## config.mk

```make
export PLATFORM = sky130hd
export DESIGN_NAME = spi_xfer_arbiter
export DESIGN_NICKNAME = d
export VERILOG_FILES = /design/src/rtl/spi_pkg.sv /design/src/rtl/spi_xfer_arbiter_rr_pick.sv /design/src/rtl/spi_xfer_arbiter.sv
export SDC_FILE = /design/constraint.sdc
export NUM_CORES = 1
export LEC_CHECK = 0
export CAP_MARGIN = 5
export CORE_MARGIN = 1.5
export CORE_UTILIZATION = 40
export CTS_BUF_LIST = sky130_fd_sc_hd__clkbuf_4 sky130_fd_sc_hd__clkbuf_8
export CTS_CLUSTER_SIZE = 8
export DETAILED_ROUTE_END_ITERATION = 7
export PLACE_DENSITY = 0.76
export SETUP_SLACK_MARGIN = 0.3
export SLEW_MARGIN = 20
export SYNTH_ARGS = -nofsm -noshare
export SYNTH_HDL_FRONTEND = slang
export SYNTH_SLANG_ARGS = --single-unit
export TNS_END_PERCENT = 10
```

## constraint.sdc

```tcl
create_clock -name pclk -period 3.9 [get_ports pclk]
set_clock_uncertainty 0.2 [all_clocks]
set_input_delay 0.78 -clock pclk [delete_from_list [all_inputs] [get_ports pclk]]
set_output_delay 0.78 -clock pclk [all_outputs]
set_load 0.03 [all_outputs]
```

## src/rtl/spi_pkg.sv

```systemverilog
// ---------------------------------------------------------------------------
// spi_pkg
//   Shared definitions for the SPI-side schedulers in the pclk domain:
//   transfer-FSM state encoding, default transfer width and a small
//   modular-increment helper used by the round-robin search.
// ---------------------------------------------------------------------------
package spi_pkg;

   localparam int DW_DEFAULT = 8;

   // Transfer scheduler states
   localparam logic [2:0] ST_IDLE      = 3'd0;
   localparam logic [2:0] ST_LAUNCH    = 3'd1;
   localparam logic [2:0] ST_WAIT_DONE = 3'd2;
   localparam logic [2:0] ST_RESP      = 3'd3;
   localparam logic [2:0] ST_GAP       = 3'd4;

   // (base + step) mod n, for base < n and step <= n
   function automatic int unsigned wrap_add(input int unsigned base,
                                            input int unsigned step,
                                            input int unsigned n);
      int unsigned sum;
      sum = base + step;
      if (sum >= n) sum = sum - n;
      return sum;
   endfunction

endpackage

```

## src/rtl/spi_xfer_arbiter_rr_pick.sv

```systemverilog
// ---------------------------------------------------------------------------
// rr_pick
//   Combinational round-robin first-set search. Starting at (ptr+1) mod NREQ
//   and moving upward with wrap-around, returns the first index whose request
//   bit is set.
//   Ports:
//     req    in   NREQ  request vector
//     ptr    in   PW    index granted last (search starts just above it)
//     idx    out  PW    selected index (0 when valid is low)
//     valid  out  1     at least one request bit set
// ---------------------------------------------------------------------------
module rr_pick
   import spi_pkg::*;
#(
   parameter int NREQ = 4,
   parameter int PW   = (NREQ > 1) ? $clog2(NREQ) : 1
) (
   input  logic [NREQ-1:0] req,
   input  logic [PW-1:0]   ptr,
   output logic [PW-1:0]   idx,
   output logic            valid
);

   // cand_idx[gi] is the index examined at search position gi (0 = highest
   // priority); hit[gi] says whether that candidate is requesting.
   logic [PW-1:0] cand_idx [NREQ];
   logic [NREQ-1:0] hit;

   genvar gi;
   generate
      for (gi = 0; gi < NREQ; gi++) begin : g_cand
         assign cand_idx[gi] = PW'(wrap_add(int'(ptr), gi + 1, NREQ));
         assign hit[gi]      = req[cand_idx[gi]];
      end
   endgenerate

   // Scan from lowest priority to highest so the highest-priority hit is the
   // last one written and therefore wins.
   always_comb begin
      idx   = '0;
      valid = 1'b0;
      for (int k = NREQ - 1; k >= 0; k--) begin
         if (hit[k]) begin
            idx   = cand_idx[k];
            valid = 1'b1;
         end
      end
   end

endmodule

```

## src/rtl/spi_xfer_arbiter.sv

```systemverilog
// ---------------------------------------------------------------------------
// spi_xfer_arbiter
//   Round-robin scheduler sharing one SPI master datapath among NREQ
//   requesters. Picks a pending request, issues a one-cycle send_data pulse
//   with the requester's byte, waits for the master's receive-done pulse (or
//   an abort when the master is disabled), acknowledges the winner with the
//   received byte, then holds an idle gap of GAP_CYC cycles.
//   Ports:
//     pclk, preset_n  clock / asynchronous active-low reset
//     spi_en_i        master enabled and usable
//     req_i           per-requester level request, held until ack
//     wdata_i         per-requester transmit byte, slice i at [i*DW +: DW]
//     gnt_o           one-hot grant, LAUNCH through RESP
//     ack_o           one-hot one-cycle completion pulse
//     err_o           with ack_o: transfer aborted
//     rdata_o         received byte, valid with ack_o, held until next ack
//     send_data_o     one-cycle start pulse to the SPI master
//     mosi_data_o     transmit byte, stable while the transfer runs
//     miso_data_i     master receive shift register contents
//     r_data_i        master receive-done pulse
//     busy_o          scheduler not idle
// ---------------------------------------------------------------------------
module spi_xfer_arbiter
   import spi_pkg::*;
#(
   parameter int NREQ    = 4,
   parameter int DW      = DW_DEFAULT,
   parameter int GAP_CYC = 2
) (
   input  logic               pclk,
   input  logic               preset_n,
   input  logic               spi_en_i,
   input  logic [NREQ-1:0]    req_i,
   input  logic [NREQ*DW-1:0] wdata_i,
   output logic [NREQ-1:0]    gnt_o,
   output logic [NREQ-1:0]    ack_o,
   output logic               err_o,
   output logic [DW-1:0]      rdata_o,
   output logic               send_data_o,
   output logic [DW-1:0]      mosi_data_o,
   input  logic [DW-1:0]      miso_data_i,
   input  logic               r_data_i,
   output logic               busy_o
);

   localparam int PW = (NREQ > 1) ? $clog2(NREQ) : 1;
   localparam int GW = (GAP_CYC > 0) ? $clog2(GAP_CYC + 1) : 1;

   logic [2:0]      state_reg;
   logic [PW-1:0]   idx_reg;
   logic [PW-1:0]   ptr_reg;
   logic [GW-1:0]   gap_cnt_reg;
   logic [NREQ-1:0] gnt_reg;
   logic [NREQ-1:0] ack_reg;
   logic            err_reg;
   logic [DW-1:0]   rdata_reg;
   logic            send_reg;
   logic [DW-1:0]   mosi_reg;

   logic [PW-1:0]   pick_idx;
   logic            pick_valid;
   logic [DW-1:0]   wdata_arr [NREQ];

   genvar gi;
   generate
      for (gi = 0; gi < NREQ; gi++) begin : g_slice
         assign wdata_arr[gi] = wdata_i[gi*DW +: DW];
      end
   endgenerate

   rr_pick #(
      .NREQ (NREQ),
      .PW   (PW)
   ) u_rr_pick (
      .req   (req_i),
      .ptr   (ptr_reg),
      .idx   (pick_idx),
      .valid (pick_valid)
   );

   always_ff @(posedge pclk or negedge preset_n) begin
      if (!preset_n) begin
         state_reg   <= ST_IDLE;
         idx_reg     <= '0;
         ptr_reg     <= PW'(NREQ - 1);
         gap_cnt_reg <= '0;
         gnt_reg     <= '0;
         ack_reg     <= '0;
         err_reg     <= 1'b0;
         rdata_reg   <= '0;
         send_reg    <= 1'b0;
         mosi_reg    <= '0;
      end else begin
         // Pulse outputs default low; only the entering transition raises them.
         send_reg <= 1'b0;
         ack_reg  <= '0;
         case (state_reg)
            ST_IDLE: begin
               if (spi_en_i && pick_valid) begin
                  idx_reg   <= pick_idx;
                  ptr_reg   <= pick_idx;
                  gnt_reg   <= NREQ'(1) << pick_idx;
                  mosi_reg  <= wdata_arr[pick_idx];
                  send_reg  <= 1'b1;
                  state_reg <= ST_LAUNCH;
               end
            end
            ST_LAUNCH: begin
               state_reg <= ST_WAIT_DONE;
            end
            ST_WAIT_DONE: begin
               // Receive-done takes precedence over a simultaneous disable.
               if (r_data_i) begin
                  rdata_reg <= miso_data_i;
                  err_reg   <= 1'b0;
                  ack_reg   <= NREQ'(1) << idx_reg;
                  state_reg <= ST_RESP;
               end else if (!spi_en_i) begin
                  err_reg   <= 1'b1;
                  ack_reg   <= NREQ'(1) << idx_reg;
                  state_reg <= ST_RESP;
               end
            end
            ST_RESP: begin
               gnt_reg     <= '0;
               err_reg     <= 1'b0;
               gap_cnt_reg <= GW'(GAP_CYC - 1);
               state_reg   <= ST_GAP;
            end
            ST_GAP: begin
               if (gap_cnt_reg == '0) begin
                  state_reg <= ST_IDLE;
               end else begin
                  gap_cnt_reg <= gap_cnt_reg - 1'b1;
               end
            end
            default: begin
               gnt_reg   <= '0;
               err_reg   <= 1'b0;
               state_reg <= ST_IDLE;
            end
         endcase
      end
   end

   assign gnt_o       = gnt_reg;
   assign ack_o       = ack_reg;
   assign err_o       = err_reg;
   assign rdata_o     = rdata_reg;
   assign send_data_o = send_reg;
   assign mosi_data_o = mosi_reg;
   assign busy_o      = (state_reg != ST_IDLE);

endmodule

```

---- Word-level counts from Yosys, hierarchy flattened ----
Index checks and enable logic that the tools add are counted.
word-level totals
  bits in registers ....................... 35
  bits of input ports ..................... 48
  output and inout bits ................... 27
  logic and storage cells ................. 94
cells by class
  add/sub/neg operators ................... 9
  $lt $le $gt $ge ......................... 9
  equal/unequal tests ..................... 8
  shift-type cells ........................ 2
  muxes and demuxes ....................... 40
  bitwise gates (word level) .............. 3
  reductions and logical operators ........ 13
operators with widths
  operator                                                                       number
  2-bit two-way mux                                                              9
  8-bit binary-select mux with 2-bit select                                      1
  4-bit two-way mux                                                              4
  8-bit two-way mux                                                              2
  3-bit case mux with 5 select lines                                             1
  3-bit >= comparator (second input constant)                                    4
  2-bit by 3-bit less-than comparator with 1-bit output (second input constant)  4
  1-bit two-way mux                                                              12
  3-bit two-way mux                                                              4
  2-bit AND reduction                                                            5
  2-bit by 1-bit subtractor with 2-bit output (second input constant)            5
  1-bit binary-select mux with 2-bit select                                      4
  4-bit case mux with 2 select lines                                             1
  1-bit by 2-bit << shifter with 4-bit output (first input constant)             2
  2-bit by 2-bit adder with 3-bit output (second input constant)                 2
  3-bit by 2-bit equality test with 1-bit output (second input constant)         2
  2-bit != test (second input constant)                                          3
  3-bit OR reduction                                                             2
  2-bit by 3-bit adder with 4-bit output (second input constant)                 1
  4-bit by 3-bit >= comparator with 1-bit output (second input constant)         1
  2-bit case mux with 2 select lines                                             1
  2-bit by 1-bit adder with 3-bit output (second input constant)                 1
  3-bit by 1-bit equality test with 1-bit output (second input constant)         1
  3-bit equality test (second input constant)                                    1
  10 further kinds                                                               11

---- Logic depth before layout (Yosys ltp) ----
  depth in word-level cells ............... 13
  gate-level depth with buffers ........... 8
  depth with buffers taken out ............ 6

---- Cells and area by module ----
A second synthesis with hierarchy kept.
unflattened totals
  cell total of the unflattened synthesis .. 129
  area, all modules ....................... 1808.0 µm²
modules (own cells, without submodules)
  module            instances  cells an instance  area an instance (µm²)  sequential area each (µm²)
  spi_xfer_arbiter  1          115                1716.6                  878.3
  rr_pick           1          14                 91.3                    0.0

---- Least setup slack after synthesis ----
No wires, ideal clock.
  path kind ............................... input to register
  start ................................... input port req_i[1]
  end ..................................... register mosi_reg[1] (netlist: mosi_data_o[1])
  setup time .............................. 0.143 ns
  arrival time ............................ 1.903 ns
  required time ........................... 3.557 ns
  path slack .............................. 1.655 ns
  cell stages on the path ................. 6
  path buffers ............................ 1
  path through ............................ or2_1 a311oi_2 nand2_4 buf_6 a221oi_1 a211oi_1
between the ends
  longest elaborated chain between the ends .. 10
  elaborated cells on any way between the ends .. 22
  classes of those cells .................. mux (19); bitwise (1); reduce/logical (2)
ends and longest elaborated chain
  what                                                  RTL line                        text
  from (decl)                                           spi_xfer_arbiter.sv:33          input logic [NREQ-1:0] req_i,
  1-bit binary-select mux with 2-bit select             spi_xfer_arbiter_rr_pick.sv:33  assign hit[gi] = req[cand_idx[gi]];
  1-bit two-way mux (not written as such)               spi_xfer_arbiter_rr_pick.sv:33
  2-bit two-way mux (4 in a row)                        spi_xfer_arbiter_rr_pick.sv:43  if (hit[k]) begin
  2-bit NOT with 3-bit output (not written as such)     spi_xfer_arbiter.sv:103         mosi_reg <= wdata_arr[pick_idx];
  8-bit binary-select mux with 2-bit select             spi_xfer_arbiter.sv:103
  8-bit two-way mux (not written as such) (2 in a row)  spi_xfer_arbiter.sv:103
  to (signal assigned)                                  spi_xfer_arbiter.sv:103
  to (decl)                                             spi_xfer_arbiter.sv:58          logic [DW-1:0] mosi_reg;
Several ways; a longest one is shown, not always the timed one. The select of a mux whose other input is x is not followed.
A chain may end at the register's enable or synchronous reset.

---- Worst setup path in the final report ----
  start ................................... register state_reg[1]
  end ..................................... output port busy_o
between the ends
  longest elaborated chain between the ends .. 1
ends and longest elaborated chain
  what                    RTL line                 text
  from (decl)             spi_xfer_arbiter.sv:49   logic [2:0] state_reg;
  from (signal assigned)  spi_xfer_arbiter.sv:83   state_reg <= ST_IDLE;
  from (signal assigned)  spi_xfer_arbiter.sv:105  state_reg <= ST_LAUNCH;
  from (signal assigned)  spi_xfer_arbiter.sv:109  state_reg <= ST_WAIT_DONE;
  3-bit nonzero test      spi_xfer_arbiter.sv:152  assign busy_o = (state_reg != ST_IDLE);
  to (decl)               spi_xfer_arbiter.sv:43   output logic busy_o
Every way passes these cells.

==> results.yml <==
floorplan:
  die_x_um: 69.9
  ios: 75
  core_area_um2: 4320
  placementRows: 24
  die_h_um: 69.9
  start_util_pct: 41.3
  die-area_um2: 4880
synthesis:
  avgSynthCellArea_um2: 11.1
  yosys.area.top_type: "dfrtp_1"
  syn-num-nets: 210
  yosys_warnings: 0
  ys_types: 38
  synthMuxAreaShare_pct: 9.52
  synth_top_area_share_pct: 46.2
  synth_compound_area_share_pct: 16.4
  synth_area_um2: 1790
  synth_xor_area_share_pct: 0.490
  ys_top_cells_by_area: "dfrtp_1 (46%), mux2_2 (5.0%), mux2i_1 (4.5%)"
  synth-seq-cells: 35
  ys_seq_area_share_pct: 49.1
  ys.flop_type: "dfrtp_1"
  async_flop_share_pct: 100
  synth_fa_ha_area_share_pct: 1.26
  syn_inst: 161
  synth_top_family_by_area: "simple AND/OR/NAND/NOR gates"
  synth-simple-area-share_pct: 18.6
  synth_edf_count: 0
setup_path:
  rrSetupSlack_ns: 1.62
  slowest_stage: "clkdlybuf4s50_1"
  cp_num_cells: 2
  crit_path_max_incr_delay_ns: 0.65
  rr_startpoint: "state_reg[1]"
  crit_family: "buffers and inverters"
  path_buf_inv: 1
  crit_path_start: "state_reg[1]"
  reg2reg_to: "mosi_data_o[4]"
  reg2reg_depth: 5
  arrival_ns: 2.03
  critical_path_peak_fanout: 13
  criticalPathCategory: "reg2out"
  cp_cell_sequence: "or3_1 -> clkdlybuf4s50_1"
  critPathCapture: "busy_o"
  critPathLaunchType: "register"
  cp-end-kind: "output pin"
  critPathRequiredTime_ns: 2.92
detailed_routing:
  ant_nets: 0
  drc: 0
  drtIter0Drc: 61
  drt_pass1_iterations: 4
  routedWlPerCell_um: 14.4
  vias: 1485
  wl_um: 4130
  viasPerCell: 5.19
clock_tree:
  clockRootBuffer: "clkbuf_8"
  cts_hold_buf: 0
  clockBufferDepth: 2
  clk_pin_slew_ns: 0.07
  numCtsBuffers: 5
  cts_sinks: 35
  post-cts-setup-buffers: 0
  clk_latency_ns: 0.29
  cts_resized: 0
  htree_levels: 2
  cts_tree: "yes"
timing:
  hold_viol: 0
  relSlewSlack_pct: 48.9
  slew_viol_final: 0
  worst_pin_slew_ns: 0.767
  rsz0062_at_grt: "no"
  layout_min_cycle_time_ns: 3.01
  setup_tns_ns: 0
  worst_slack_ns: 0.885
  setup_viol: 0
  fmax_ghz: 0.332
  min_period_over_period_pct: 77.3
place:
  preCtsSetupSlack_ns: 0.821
  gp_congestion: 0.816
  placed_cell_area_um2: 2520
  dp_hpwl_um: 3010
  io_buffers: 74
final_layout:
  area_growth_syn_to_layout_pct: 46.0
  nNetsFinal: 282
  multi_input_area_um2: 828
  fillers: 378
  final_util_pct: 60.4
  antenna_cells: 0
  final_area_um2: 2610
  drive_gt1_share_pct: 11.1
  regArea_um2: 878
global_route:
  grt_pass1_vias: 1381
  grt_antenna_before_repair: 0
  grt_pass1_wl_um: 6780
  grt_max_degree: 36
  track_usage_pct: 17.8
  grt_overflow: 0
power:
  ir_worst_vdd_v: 0.000426
  p_leak_nw: 1.10
  power_density_nw_per_um2: 758
status:
  status: "complete, no violations"
flow_run:
  max_cap_violations: 0
worst_hold_path:
  hp-class: "reg2reg"
how the worst min path moves through the flow:
stage	cells after the start	startpoint	endpoint
after global placement	1	idx_reg[1]	ack_o[1]
after detailed placement	1	idx_reg[1]	ack_o[1]
after floorplan	1	idx_reg[1]	ack_o[1]
after global routing	1	idx_reg[1]	ack_o[1]
final	1	idx_reg[1]	ack_o[1]
after CTS	1	idx_reg[1]	ack_o[1]
placed cells by master, fill, tap and decap left out, types with 2 or more instances in the layout:
cell type	count
nor3_4	2
or3_1	2
dfrtp_1	33
mux2i_1	8
nand2b_1	6
mux2_2	8
nor2_1	18
clkbuf_8	5
nor3_1	8
dfstp_2	2
a211oi_1	8
and2b_1	6
inv_1	4
a221oi_1	8
nand2_1	6
clkdlybuf4s50_1	73
o21ai_0	7
a21oi_1	5
a22o_1	2
nor2b_1	3
power by group:
| group | total [mW] | switching (mW) | internal [mW] | leakage, nW |
|---|---|---|---|---|
| sequential | 0.657 | 0.123 | 0.534 | 0.424 |
| clock | 0.266 | 0.135 | 0.132 | 0.0446 |
| combinational | 1.06 | 0.589 | 0.467 | 0.632 |
| total | 1.98 | 0.847 | 1.13 | 1.10 |
per-stage QoR:
stage	instances	power, mW	hold WS, ns
after floorplan	161	1.37	0.231
after global placement	278	1.70	0.244
after detailed placement	278	1.73	0.245
after CTS	286	2.00	0.255
after global routing	286	2.10	0.276
final	286	1.98	0.256
synthesized netlist by cell type (all sizes together) (2+ instances only):
cell,number
dfrtp,33
nor2,19
nor3,10
a211oi,8
a221oi,8
mux2,8
mux2i,8
buf,7
nand2,7
o21ai,7
and2b,6
nand2b,6
a21oi,5
inv,4
nor2b,3
a22o,2
clkbuf,2
dfstp,2
or3,2
routing by layer:
layer	vias up	wire (um)	track usage [%]	share of wire [%]
li1	724	-	-	-
met1	711	1890	24.3	46
met2	45	1980	27.3	48
met3	5	201	5.48	4.9
met4	0	64	5.77	1.5
met5	-	0	0	0
final cells by class:
type | instances | share of cell area, %
clock buffer | 6 | 2.92
clock inverter | 2 | 0.479
inverter | 4 | 0.575
multi-input combinational | 113 | 31.7
sequential | 35 | 33.6
tap | 52 | 2.49
timing repair buffer | 74 | 28.2
logic make-up after synthesis:
kind of cell	count (synthesis)
AOI/OAI and AO/OA	37
and+or+nand+nor	57
buffers and inverters	13
muxes	16
adders and majority gates	2
xor gates and xnor gates	1
DFF	35
Note: power is estimated with default switching activity, not from simulation.
